### config.mk
export PLATFORM = sky130hd
export DESIGN_NAME = reg_xfer_seq
export DESIGN_NICKNAME = d
export VERILOG_FILES = /design/src/rtl/reg_xfer_seq_pkg.sv /design/src/rtl/reg_xfer_seq_req_fifo.sv /design/src/rtl/reg_xfer_seq.sv
export SDC_FILE = /design/constraint.sdc
export NUM_CORES = 1
export LEC_CHECK = 0
export ABC_CLOCK_PERIOD_IN_PS = 4570
export BUFFER_PORTS_ARGS = -buffer_cell sky130_fd_sc_hd__clkbuf_2
export CORE_MARGIN = 2
export CORE_UTILIZATION = 60
export CTS_BUF_LIST = sky130_fd_sc_hd__clkbuf_4 sky130_fd_sc_hd__clkbuf_8
export DETAILED_ROUTE_END_ITERATION = 10
export PLACE_DENSITY = 0.93
export SYNTH_ARGS = -nofsm -noshare
export SYNTH_HDL_FRONTEND = slang
export SYNTH_SLANG_ARGS = --single-unit
### constraint.sdc
create_clock -name clk -period 4.57 [get_ports clk]
set_input_delay 0.457 -clock clk [delete_from_list [all_inputs] [get_ports clk]]
set_output_delay 0.457 -clock clk [all_outputs]
set_load 0.02 [all_outputs]
### src/rtl/reg_xfer_seq_pkg.sv
// rtl/reg_xfer_seq_pkg.sv - shared defines and types for the register transfer sequencer
`ifndef REG_XFER_SEQ_DEFINES
`define REG_XFER_SEQ_DEFINES
`define REG_WIDTH      8
`define XFER_ST_IDLE   2'd0
`define XFER_ST_SELECT 2'd1
`define XFER_ST_CAPT   2'd2
`define XFER_ST_WRITE  2'd3
`define XFER_NULL_DST  '1
`endif

package reg_xfer_seq_pkg;

    typedef enum logic [1:0] {
        ST_IDLE    = `XFER_ST_IDLE,
        ST_SELECT  = `XFER_ST_SELECT,
        ST_CAPTURE = `XFER_ST_CAPT,
        ST_WRITE   = `XFER_ST_WRITE
    } xfer_state_e;

endpackage

### src/rtl/reg_xfer_seq_req_fifo.sv
// rtl/reg_xfer_seq_req_fifo.sv - request queue; a push into a full queue is taken when a pop frees a slot
module req_fifo #(
    parameter int WIDTH = 9,
    parameter int DEPTH = 2
) (
    input  logic             clk,
    input  logic             rst_n,
    input  logic             push,
    input  logic [WIDTH-1:0] push_data,
    input  logic             pop,
    output logic [WIDTH-1:0] pop_data,
    output logic             full,
    output logic             empty
);

    localparam int PTR_W = (DEPTH > 1) ? $clog2(DEPTH) : 1;
    localparam int CNT_W = $clog2(DEPTH + 1);

    logic [WIDTH-1:0] mem_q [DEPTH];
    logic [WIDTH-1:0] mem_d [DEPTH];
    logic [PTR_W-1:0] wr_ptr_q, wr_ptr_d, rd_ptr_q, rd_ptr_d;
    logic [CNT_W-1:0] count_q, count_d;
    logic             do_push, do_pop;

    function automatic logic [PTR_W-1:0] next_ptr(input logic [PTR_W-1:0] p);
        return (p == PTR_W'(DEPTH - 1)) ? '0 : p + 1'b1;
    endfunction

    assign full     = (count_q == CNT_W'(DEPTH));
    assign empty    = (count_q == '0);
    assign do_pop   = pop && !empty;
    assign do_push  = push && (!full || do_pop);
    assign pop_data = mem_q[rd_ptr_q];

    always_comb begin
        mem_d    = mem_q;
        wr_ptr_d = wr_ptr_q;
        rd_ptr_d = rd_ptr_q;
        count_d  = count_q + CNT_W'(do_push) - CNT_W'(do_pop);
        if (do_push) begin
            mem_d[wr_ptr_q] = push_data;
            wr_ptr_d        = next_ptr(wr_ptr_q);
        end
        if (do_pop) begin
            rd_ptr_d = next_ptr(rd_ptr_q);
        end
    end

    always_ff @(posedge clk or negedge rst_n) begin
        if (!rst_n) begin
            mem_q    <= '{default: '0};
            wr_ptr_q <= '0;
            rd_ptr_q <= '0;
            count_q  <= '0;
        end else begin
            mem_q    <= mem_d;
            wr_ptr_q <= wr_ptr_d;
            rd_ptr_q <= rd_ptr_d;
            count_q  <= count_d;
        end
    end

endmodule

### src/rtl/reg_xfer_seq.sv
// rtl/reg_xfer_seq.sv - queued register-to-register transfer sequencer (select, capture, write)
module reg_xfer_seq
    import reg_xfer_seq_pkg::*;
#(
    parameter int SIGNAL_WIDTH   = `REG_WIDTH,
    parameter int SELECTOR_WIDTH = 4,
    parameter int FIFO_DEPTH     = 2
) (
    input  logic                      clk,
    input  logic                      rst_n,
    input  logic                      req_valid,
    output logic                      req_ready,
    input  logic [SELECTOR_WIDTH-1:0] req_src,
    input  logic [SELECTOR_WIDTH-1:0] req_dst,
    input  logic                      req_setflags,
    output logic [SELECTOR_WIDTH-1:0] mux_sel,
    input  logic [SIGNAL_WIDTH-1:0]   mux_data,
    output logic                      wr_en,
    output logic [SELECTOR_WIDTH-1:0] wr_sel,
    output logic [SIGNAL_WIDTH-1:0]   wr_data,
    output logic                      flag_we,
    output logic                      flag_n,
    output logic                      flag_z,
    output logic                      busy,
    output logic                      done
);

    localparam int ENTRY_W = 2 * SELECTOR_WIDTH + 1;
    localparam logic [SELECTOR_WIDTH-1:0] NULL_DST = `XFER_NULL_DST;

    xfer_state_e               state_q, state_d;
    logic [SELECTOR_WIDTH-1:0] src_q, src_d, dst_q, dst_d;
    logic                      setflags_q, setflags_d;
    logic [SIGNAL_WIDTH-1:0]   data_q, data_d;

    logic                      fifo_full, fifo_empty, pop;
    logic [ENTRY_W-1:0]        head;
    logic [SELECTOR_WIDTH-1:0] head_src, head_dst;
    logic                      head_setflags;

    // Popping depends only on state and occupancy, so req_ready never sees req_valid.
    assign pop       = !fifo_empty && (state_q == ST_IDLE || state_q == ST_WRITE);
    assign req_ready = !fifo_full || pop;
    assign {head_src, head_dst, head_setflags} = head;

    req_fifo #(
        .WIDTH (ENTRY_W),
        .DEPTH (FIFO_DEPTH)
    ) u_req_fifo (
        .clk       (clk),
        .rst_n     (rst_n),
        .push      (req_valid && req_ready),
        .push_data ({req_src, req_dst, req_setflags}),
        .pop       (pop),
        .pop_data  (head),
        .full      (fifo_full),
        .empty     (fifo_empty)
    );

    always_comb begin
        state_d    = state_q;
        src_d      = src_q;
        dst_d      = dst_q;
        setflags_d = setflags_q;
        data_d     = data_q;
        mux_sel    = '0;
        wr_en      = 1'b0;
        wr_sel     = '0;
        wr_data    = '0;
        flag_we    = 1'b0;
        flag_n     = 1'b0;
        flag_z     = 1'b0;
        busy       = (state_q != ST_IDLE);
        done       = 1'b0;
        case (state_q)
            ST_IDLE: begin
                if (pop) begin
                    state_d    = ST_SELECT;
                    src_d      = head_src;
                    dst_d      = head_dst;
                    setflags_d = head_setflags;
                end
            end
            ST_SELECT: begin
                mux_sel = src_q;
                state_d = ST_CAPTURE;
            end
            ST_CAPTURE: begin
                mux_sel = src_q;
                data_d  = mux_data;
                state_d = ST_WRITE;
            end
            ST_WRITE: begin
                done    = 1'b1;
                wr_en   = (dst_q != NULL_DST);
                wr_sel  = dst_q;
                wr_data = data_q;
                flag_we = setflags_q;
                flag_n  = setflags_q & data_q[SIGNAL_WIDTH-1];
                flag_z  = setflags_q & (data_q == '0);
                if (pop) begin
                    state_d    = ST_SELECT;
                    src_d      = head_src;
                    dst_d      = head_dst;
                    setflags_d = head_setflags;
                end else begin
                    state_d = ST_IDLE;
                end
            end
            default: state_d = ST_IDLE;
        endcase
    end

    always_ff @(posedge clk or negedge rst_n) begin
        if (!rst_n) begin
            state_q    <= ST_IDLE;
            src_q      <= '0;
            dst_q      <= '0;
            setflags_q <= 1'b0;
            data_q     <= '0;
        end else begin
            state_q    <= state_d;
            src_q      <= src_d;
            dst_q      <= dst_d;
            setflags_q <= setflags_d;
            data_q     <= data_d;
        end
    end

endmodule

# After elaboration in Yosys (flattened, before gate mapping)
# Cells that the tools add are included.
dict set report totals {
  out_inout_bits 23
  reg_bits 41
  word_cells 63
  input_bits 20
}
dict set report op_classes {
  bitwise 4
  n_reduce_logical 17
  n_eq_ne 6
  addsub 4
  n_mux 19
  order_cmp 3
}
# cell count
set op_table {}
lappend op_table {{two-way mux 9 bit} 4}
lappend op_table {{bitwise mux 18 bit} 1}
lappend op_table {{demux 9 bit (select 1 bit)} 1}
lappend op_table {{zero test 8 bit} 1}
lappend op_table {{two-way mux 1 bit} 8}
lappend op_table {{two-way mux 4 bit} 2}
lappend op_table {{two-way mux 8 bit} 1}
lappend op_table {{one-hot mux 2 bit (4 select lines)} 1}
lappend op_table {{== test 2 bit, second input constant} 3}
lappend op_table {{logical AND 1 bit} 5}
lappend op_table {{>= comparator 2 bit, second input constant} 2}
lappend op_table {{zero test 2 bit} 2}
lappend op_table {{!= test 4 bit, second input constant} 1}
lappend op_table {{inverter 1 -> 2 bit} 2}
lappend op_table {{OR reduction 2 bit} 2}
lappend op_table {{logical OR 1 bit} 3}
lappend op_table {{adder 1 bit, second input constant} 2}
lappend op_table {{adder 2 x 1 -> 2 bit} 1}
lappend op_table {{bitwise AND 1 bit} 2}
lappend op_table {{== test 2 x 1 -> 1 bit, second input constant} 1}
lappend op_table {{zero test 1 bit} 2}
lappend op_table {{less-than comparator 2 x 1 -> 1 bit, second input constant} 1}
lappend op_table {{two-way mux 2 bit} 1}
lappend op_table {{!= test 2 bit, second input constant} 1}
lappend op_table {{other kinds (3)} 3}

# Depth between registers and ports, before layout
# Gate-level depths: netlist of the first run.
dict set report depth {
  word_depth 8
  mapped_depth 7
  ltp_nobuf 7
}

# Hierarchy
# Synthesis of the first run repeated with hierarchy kept, for this count alone.
dict set report hier_totals {
  hier_cells 148
  hier_area_um2 1966.9
}
# mod seq_area_each_um2 area_per_inst_um2 cells_each instances
set by_module_without_submodules {}
lappend by_module_without_submodules {req_fifo 550.5 1004.7 69 1}
lappend by_module_without_submodules {reg_xfer_seq 475.5 962.2 79 1}

# Worst setup path before layout of the first run
# No wires, ideal clock.
dict set report synth_timing {
  path_type {flip-flop to flip-flop}
  from {register state_q[0]}
  to {register u_req_fifo.count_q[1]}
  synth_period_minus_slack_ps 1813
  arrival_ps 1689
  path_slack_ps 2757
  setup_time_ps 125
  path_buffers 0
  t_required_ps 4445
  stages_incl_launch_ff 8
  cell_sequence {dfrtp_1 > inv_1 > ha_1 > o21bai_1 > inv_1 > ha_1 > nand3b_1 > xnor2_1}
}
dict set report synth_via {
  elab_chain_len 8
  word_cells_on_any_way 11
  classes_between {2 x add/sub; 1 x eq/ne; 8 x reduce/logical}
}
# element line_no
set synth_rtl {}
lappend synth_rtl {{start, declared} reg_xfer_seq.sv:31} ;# xfer_state_e state_q, state_d;
lappend synth_rtl {{start signal, assigned} reg_xfer_seq.sv:122} ;# state_q <= state_d;
lappend synth_rtl {{== test 2 bit / zero test 2 bit (equally long branches)} reg_xfer_seq.sv:42} ;# assign pop = !fifo_empty && (state_q == ST_IDLE || state_q == ST_WRITE);
lappend synth_rtl {{logical OR 1 bit *} reg_xfer_seq.sv:42}
lappend synth_rtl {{logical AND 1 bit *} reg_xfer_seq.sv:42}
lappend synth_rtl {{logical AND 1 bit *} reg_xfer_seq_req_fifo.sv:31} ;# assign do_pop = pop && !empty;
lappend synth_rtl {{named net u_req_fifo.do_pop} reg_xfer_seq_req_fifo.sv:23} ;# logic do_push, do_pop;
lappend synth_rtl {{logical OR 1 bit} reg_xfer_seq_req_fifo.sv:32} ;# assign do_push = push && (!full || do_pop);
lappend synth_rtl {{logical AND 1 bit} reg_xfer_seq_req_fifo.sv:32}
lappend synth_rtl {{adder 2 x 1 -> 2 bit} reg_xfer_seq_req_fifo.sv:39} ;# count_d = count_q + CNT_W'(do_push) - CNT_W'(do_pop);
lappend synth_rtl {{subtractor 2 x 1 -> 2 bit *} reg_xfer_seq_req_fifo.sv:39}
lappend synth_rtl {{named net u_req_fifo.count_d[1]} reg_xfer_seq_req_fifo.sv:22} ;# logic [CNT_W-1:0] count_q, count_d;
lappend synth_rtl {{end signal, assigned} reg_xfer_seq_req_fifo.sv:59} ;# count_q <= count_d;
lappend synth_rtl {{end, declared} reg_xfer_seq_req_fifo.sv:22}
# The timed path passes the listed nets; every way through them passes the cells marked *.
# A chain may end at the register's enable or synchronous reset.

# Worst setup path after layout of the first run
dict set report layout_timing {
  from {register state_q[1]}
  to {register u_req_fifo.count_q[1]}
}
# Same word-level chain as after synthesis.

==> summary.txt, run 1 <==
Run status
  • Status: complete, no violations

Placement
  • Worst slack, placed: 2.03 ns
  • Hpwl dp: around 2.7 mm
  • Placed inst area: 2160 µm²
  • Routability congestion estimate: 0.766
  • Port Buffer Count: 42

Routing
  • Iter 0 DRT Violations: 24
  • Routed Antenna Nets: 0
  • Post-DR vias/cell: about 5.3
  • Drt first pass iters: 4
  • Remaining DRCs: 0
  • DR WL/cell: 14.7 µm
  • Routed WL: approximately 3.5 mm
  • Via Count: roughly 1.3k

Timing
  • Slew Limit Fails: 0
  • Worst-margin pin slew: around 0.97 ns
  • Worst hold margin: 0.230 ns
  • Worst Slack Setup Final: approximately 2.3 ns
  • Slew Limit Headroom: between 30 and 40%
  • Setup TNS: 0 ns
  • Setup violators final: 0
  • Final worst clock skew: between 0.007 and 0.008 ns
  • Endpoints failing hold: 0
  • Max Clock Freq: roughly 430 MHz
  • Tcrit/Tclk final: around half
  • RSZ-0062 raised after global routing: false
  • Fin crit period: 2.31 ns

CTS
  • CTS H-Tree Depth: 2
  • CTS resizes: 0
  • Cts hold-fix bufs: 0
  • Longest Clk Path Bufs: 2
  • Clock-pin transition on the worst setup and hold timing paths: around 0.12 ns
  • Setup Buffers After CTS: 0
  • Sink Count: 41
  • CTS tree: built
  • Total CTS buffers: 5
  • Skew-Pair Late Insertion Delay: around 0.35 ns
  • Clock Tree Root: clkbuf_4

Logic synthesis
  • Distinct cells, synth: 29
  • Ranking of synthesized cells by area: dfrtp_1, mux2_2, mux2_4, and2_1, mux2i_1
  • Synth Area in Adders: between 3 and 4%
  • Post-synthesis simple-gate area fraction: roughly an eighth
  • Sequential area share after synthesis: 53.2%
  • Synth Instances: 151
  • Multiplexer share of the synthesized area: between 20% and 30%
  • Post-Syn Area: between 1500 and 2000 µm²
  • Post-Syn Nets: between 150 and 200
  • Largest area contributor in the netlist: dfrtp_1
  • Register bit total from synthesis: about 40
  • Syn. warnings: 0
  • XOR/XNOR Fraction of Synth Area: under 10%
  • Share of the synthesized area in the top cell type: roughly 53%
  • Largest family of logic cells by synthesized area: multiplexers
  • Syn avg cell area: roughly 13 µm²
  • Post-synthesis compound-gate area fraction: around 4.0%

Critical path
  • Critical Path RT: 4.82 ns
  • Startpoint types: flop
  • Critical path depth: 7
  • Crit path arrival time: 2.57 ns
  • Critical path's slowest cell: dfrtp_1
  • R2R depth: 7
  • Crit-path cells: inv_1, ha_1, o21bai_2, inv_1, ha_1, nand3b_1, xnor2_1
  • Critical Path Sink Type: flop
  • Crit-path max cell delay: between 0.4 and 0.5 ns
  • Max Fanout on Critical Path: 22
  • Top Family by Delay on Critical Path: adder cells
  • Buf/Inv on CP: 2
  • CP Class: flop to flop

Floorplanning
  • DIE AREA: between 3000 and 4000 µm²
  • Die span in y: 60.7 µm
  • I/O pin cnt: 43
  • Initial Util: 63.2%
  • Core Rows: 20
  • Core area: between 3000 and 4000 µm²
  • Die Wd: a little over 60 µm

Power and ir drop
  • Leak: approximately 1.1 nW
  • Net switching power: between 0.7 and 0.8 mW
  • Reg power frac: 39.8%
  • Power density over the cells: about 800 nW/µm²
  • IR drop worst, VDD: 412 µV
  • Internal power: around 1.0 mW
  • Clk pwr share: about a tenth
  • Power share of the combinational group: around 50%
  • Sw frac: ~41%

Global route
  • Largest net degree at the start of global routing: 42
  • Initial antenna violation count: 0
  • Total GRT Usage: about 22%
  • Grt ovf: 0
  • First-pass GRT wire length: between 5 and 6 mm
  • Vias in the first global route: ~1.3k

Finish
  • Antenna cells: 0
  • Most frequent cells in the layout: clkbuf_2, dfrtp_1, and2_1, mux2_2, nand2_1
  • Layout cells sized above 1: about two fifths
  • Commonest non-fill, non-tap cell in the layout: clkbuf_2
  • Final nets: ~220
  • Layout area overhead: 15.0%
  • Final instance area: 2220 µm²
  • Post-layout util: between 70% and 80%

Run
  • Max Cap Viol: 0

Min path
  • Hold Crit Class: primary input to asynchronous set/reset pin
-- metal layers --
metal	track usage, %	vias up	share of wire (%)
met5	0	-	0
met4	6.52	0	1.3
met3	7.46	7	5.8
met2	37.5	39	51
met1	27.9	609	42
li1	-	604	-
-- power by group through the flow --
stage / sequential (mW) / combinational (mW) / clock, mW
4_1_cts: 0.701 / 0.893 / 0.184
6_report: 0.703 / 0.886 / 0.179
2_1_floorplan: 0.648 / 0.730 / 0
3_5_place_dp: 0.710 / 0.892 / 0
5_1_grt: 0.727 / 0.990 / 0.202
3_3_place_gp: 0.690 / 0.838 / 0
-- final timing paths --
kind | from | to | slack [ns]
min in group clk | mux_data[7] | data_q[7] | 0.32
setup / recovery | state_q[1] | u_req_fifo.count_q[1] | 2.26
hold reg to reg | src_q[0] | src_q[0] | 0.50
max in group asynchronous | rst_n | data_q[1] | 3.74
hold / removal | rst_n | u_req_fifo.mem_q[0] | 0.23
setup reg to reg | state_q[1] | u_req_fifo.count_q[1] | 2.26
-- cells by family after synthesis --
family | count (synthesis)
AOI/OAI and AO/OA | 13
xor gates and xnor gates | 5
and+or+nand+nor | 40
DFF | 41
muxes | 35
buffers and inverters | 12
adders and majority gates | 5
-- layout make-up --
cell class	count	area (µm²)
well taps	44	55.1
flip-flops and latches	41	1030
repair buffers	42	210
clock buffers	6	45.0
clock inverters	2	10.0
multi-input cells	98	851
fillers	235	833
inverters	6	22.5
-- synthesized netlist by cell type --
master / instances
a41oi_1: 1
and3_1: 2
a31oi_1: 1
buf_2: 2
buf_6: 1
nand3b_2: 1
nand2_1: 11
clkbuf_2: 1
ha_1: 5
nor4_1: 4
and3_4: 1
xor2_1: 2
nand3b_1: 1
inv_1: 6
dfrtp_1: 41
and2_1: 17
o21bai_1: 1
mux2_2: 16
mux2_4: 9
nand3b_4: 1
nor3b_1: 1
o21ai_0: 6
clkbuf_1: 2
mux2_1: 1
xnor2_1: 3
o21ai_1: 3
mux2i_1: 9
o2bb2ai_1: 1
nor3_1: 1
-- state kept, by name (all words and copies together) (netlist names) --
signal / cells
u_req_fifo.mem_q: 18
u_req_fifo.rd_ptr_q: 1
u_req_fifo.count_q: 2
u_req_fifo.wr_ptr_q: 1
data_q: 8
state_q: 2
dst_q: 4
src_q: 4
setflags_q: 1
-- metrics by stage --
stage / cells / power (mW)
3_3_place_gp: 231 / 1.53
3_5_place_dp: 231 / 1.60
2_1_floorplan: 151 / 1.38
4_1_cts: 239 / 1.78
5_1_grt: 239 / 1.92
6_report: 239 / 1.77
Power figures use the tool's default switching activity.
==> inputs of run 2 (changes only) <==
--- a/config.mk
+++ b/config.mk
@@ -5,13 +5,14 @@
 export SDC_FILE = /design/constraint.sdc
 export NUM_CORES = 1
 export LEC_CHECK = 0
-export ABC_CLOCK_PERIOD_IN_PS = 4570
+export ABC_AREA = 1
+export ABC_CLOCK_PERIOD_IN_PS = 2000
 export BUFFER_PORTS_ARGS = -buffer_cell sky130_fd_sc_hd__clkbuf_2
 export CORE_MARGIN = 2
-export CORE_UTILIZATION = 60
+export CORE_UTILIZATION = 51
 export CTS_BUF_LIST = sky130_fd_sc_hd__clkbuf_4 sky130_fd_sc_hd__clkbuf_8
 export DETAILED_ROUTE_END_ITERATION = 10
-export PLACE_DENSITY = 0.93
+export PLACE_DENSITY = 0.84
 export SYNTH_ARGS = -nofsm -noshare
 export SYNTH_HDL_FRONTEND = slang
 export SYNTH_SLANG_ARGS = --single-unit
==> constraint.sdc (replaced) <==
create_clock -name clk -period 2 [get_ports clk]
set_input_delay 0.2 -clock clk [delete_from_list [all_inputs] [get_ports clk]]
set_output_delay 0.2 -clock clk [all_outputs]
set_load 0.02 [all_outputs]
==> run 2 against run 1 <==
  * Flip-flop and latch count unchanged
  * Cell area increased by 7.0%
  * Largest cell class unchanged
  * Sequential share of layout area decreased by 3.0 points
  * Clock skew decreased by 0.0057 ns
  * Clock power increased to 3.1 times the previous value
  * Largest power group unchanged
  * Critical endpoint is now req_ready
  * Cell count increased by 46%
==> summary.txt, run 2 <==
Power and ir drop
  • Power density over the cells: between 1500 and 2000 nW/µm²
  • Leak: between 1 and 1.5 nW
  • IR drop worst, VDD: between 800 and 900 µV

Logic synthesis
  • Share of the synthesized area in the top cell type: about half
  • Syn avg cell area: around 8 µm²
  • Synth Area in Adders: 3.11%
  • Largest area contributor in the netlist: dfrtp_1
  • Register bit total from synthesis: between 40 and 50
  • Syn. warnings: 0
  • Top-count cell post-synth: nand2_1
  • XOR/XNOR Fraction of Synth Area: between 1 and 1.5%
  • Distinct cells, synth: 20
  • Post-synthesis compound-gate area fraction: under 10%
  • Multiplexer share of the synthesized area: 0%
  • Sequential area share after synthesis: between 50% and 60%
  • Largest family of logic cells by synthesized area: simple AND/OR/NAND/NOR gates
  • Post-Syn Nets: about 280
  • Post-synth EDFFs: 0
  • Synth Instances: around 250
  • Main synth FF type: dfrtp_1
  • Post-synth top cells: nand2_1, inv_1, dfrtp_1
  • Ys async rst share: 100%
  • Post-Syn Area: between 2000 and 2500 µm²
  • Post-synthesis simple-gate area fraction: between 20% and 30%
  • Ranking of synthesized cells by area: dfrtp_1, nand2_1, inv_1, o21ai_0, ha_1

Finish
  • Antenna cells: 0
  • Storage cell area: a little over 1000 µm²
  • Most flops, register: u_req_fifo.mem_q
  • Final nets: approximately 330
  • Fillers: 332
  • Non-Filler Instances: between 300 and 400
  • Post-layout util: between 60% and 70%
  • Layout area overhead: 17.9%
  • Largest regs: u_req_fifo.mem_q (18), data_q (8)
  • Most frequent cells in the layout: nand2_1, inv_1, clkbuf_2, dfrtp_1, o21ai_0
  • Area of the multi-input gates: roughly 760 µm²
  • Commonest non-fill, non-tap cell in the layout: nand2_1
  • Max reg flops: 18
  • Final instance area: 2370 µm²
  • Layout cells sized above 1: between 20% and 30%

Routing
  • Iter 0 DRT Violations: 73
  • Routed Antenna Nets: 0
  • Remaining DRCs: 0
  • DR WL/cell: approximately 11 µm
  • Routed WL: roughly 3.7 mm
  • Via Count: approximately 1.6k
  • Drt first pass iters: 4
  • Post-DR vias/cell: between 4 and 5

Critical path
  • Max Fanout on Critical Path: 6
  • Startpoint types: flop
  • CP Class: flop to output port
  • Critical Path Sink Type: output port
  • Critical Path RT: around 1.8 ns
  • Top Family by Delay on Critical Path: buffers and inverters
  • Crit-path cells: inv_1, ha_1, buf_4, nand3_4, clkbuf_2
  • Critical path depth: 5
  • Buf/Inv on CP: 3
  • Critical path's slowest cell: dfrtp_1
  • Crit-path max cell delay: around 0.4 ns
  • R2R depth: 9
  • Crit path arrival time: ~1.6 ns

Timing
  • RSZ-0062 raised after global routing: false
  • Endpoints failing hold: 0
  • Worst-margin pin slew: ~0.49 ns
  • Setup TNS: 0 ns
  • Slew Limit Headroom: around two thirds
  • Final worst clock skew: approximately 0.0020 ns
  • Worst hold margin: roughly 0.12 ns
  • Slew Limit Fails: 0
  • Tcrit/Tclk final: 89.4%
  • Max Clock Freq: roughly 560 MHz
  • Fin crit period: approximately 1.8 ns
  • Setup violators final: 0

CTS
  • Sink Count: 41
  • Clock-pin transition on the worst setup and hold timing paths: around 0.07 ns
  • Total CTS buffers: 5
  • Clock Tree Root: clkbuf_8
  • Skew-Pair Late Insertion Delay: 0.29 ns
  • Setup Buffers After CTS: 0
  • CTS tree: built
  • Longest Clk Path Bufs: 2
  • CTS H-Tree Depth: 2

Global route
  • Total GRT Usage: a little under a fifth
  • Initial antenna violation count: 0
  • Grt ovf: 0
  • Vias in the first global route: roughly 1.5k
  • Largest net degree at the start of global routing: 42
  • First-pass GRT wire length: 6.37 mm

Placement
  • Hpwl dp: roughly 2.7 mm
  • Placed inst area: around 2300 µm²
  • Routability congestion estimate: 0.767
  • Placed cells: 340
  • Port Buffer Count: 42

Floorplanning
  • Core Rows: 22
  • DIE AREA: ~4500 µm²
  • Die span in y: 66.8 µm
  • Die Wd: roughly 67 µm
  • Initial Util: 54.2%
  • Core area: approximately 3700 µm²
  • I/O pin cnt: 43

Run status
  • Status: complete, no violations

Run
  • Max Cap Viol: 0

Min path
  • Hold Crit Class: primary input to flop
  • Hold depth: 3
[run 2: cell count changes after synthesis, moves of 3 or more]
cell | previous run | this run
nand2_1 | 11 | 106
inv_1 | 6 | 45
o21ai_0 | 6 | 27
and2_1 | 17 | 0
mux2_2 | 16 | 0
mux2_4 | 9 | 0
mux2i_1 | 9 | 0
nor4_1 | 4 | 0
buf_6 | 1 | 4
nand3_4 | 0 | 3
nor2_1 | 0 | 3
xnor2_1 | 3 | 0
[run 2: power breakdown]
part | switching [mW] | total, mW | internal (mW) | leakage (nW)
sequential | 0.242 | 1.48 | 1.24 | 0.509
clock | 0.259 | 0.546 | 0.287 | 0.0477
combinational | 1.27 | 1.98 | 0.711 | 0.881
total | 1.77 | 4.00 | 2.24 | 1.44
[run 2: metal layers]
metal	global-route usage, %	vias up	routed length [µm]
met5	0	-	0
met4	6.89	0	55
met3	5.24	7	262
met2	30.5	51	1670
met1	24.9	724	1760
li1	-	850	-
[run 2: area by class of cell]
class                      instances  area share [%]
clock buffer                       7            3.79
inverter                          46            7.27
multi-input combinational        157            32.0
sequential                        41            43.2
tap                               48            2.53
timing repair buffer              49            11.2
[run 2: logic make-up (layout without fill, tap and decap cells)]
| family | Yosys count | after routing |
|---|---|---|
| AOI/OAI and AO/OA | 31 | 31 |
| xor gates and xnor gates | 3 | 3 |
| adders and majority gates | 5 | 5 |
| buffers and inverters | 53 | 102 |
| DFF | 41 | 41 |
| and+or+nand+nor | 118 | 118 |
[run 2: stage by stage]
stage | setup WS (ns) | power (mW)
2_1_floorplan | 0.111 | 2.99
3_3_place_gp | 0.389 | 3.39
3_5_place_dp | 0.322 | 3.47
4_1_cts | 0.0893 | 4.03
5_1_grt | 0.104 | 4.38
6_report | 0.211 | 4.00
[run 2: tightest hold or removal path: stages]
cell and delay (ns):
clkbuf_2 0.07, nand2_1 0.03, o21ai_0 0.07
[run 2: repair_timing]
action	CTS	global route
setup endpoints to repair	0	1
gates resized for setup	0	1
hold buffers	1	0
endpoints found under the hold margin	41	0
[run 2: path summary, 6_finish.rpt]
check	startpoint	to	slack, ns
worst max-delay path	state_q[0]	req_ready	0.21
worst min-delay path	mux_data[6]	data_q[6]	0.12
worst max register to register	state_q[0]	u_req_fifo.count_q[1]	0.29
worst min register to register	src_q[2]	src_q[2]	0.49
max in group asynchronous	rst_n	u_req_fifo.mem_q[5]	1.16
min in group asynchronous	rst_n	state_q[0]	0.50
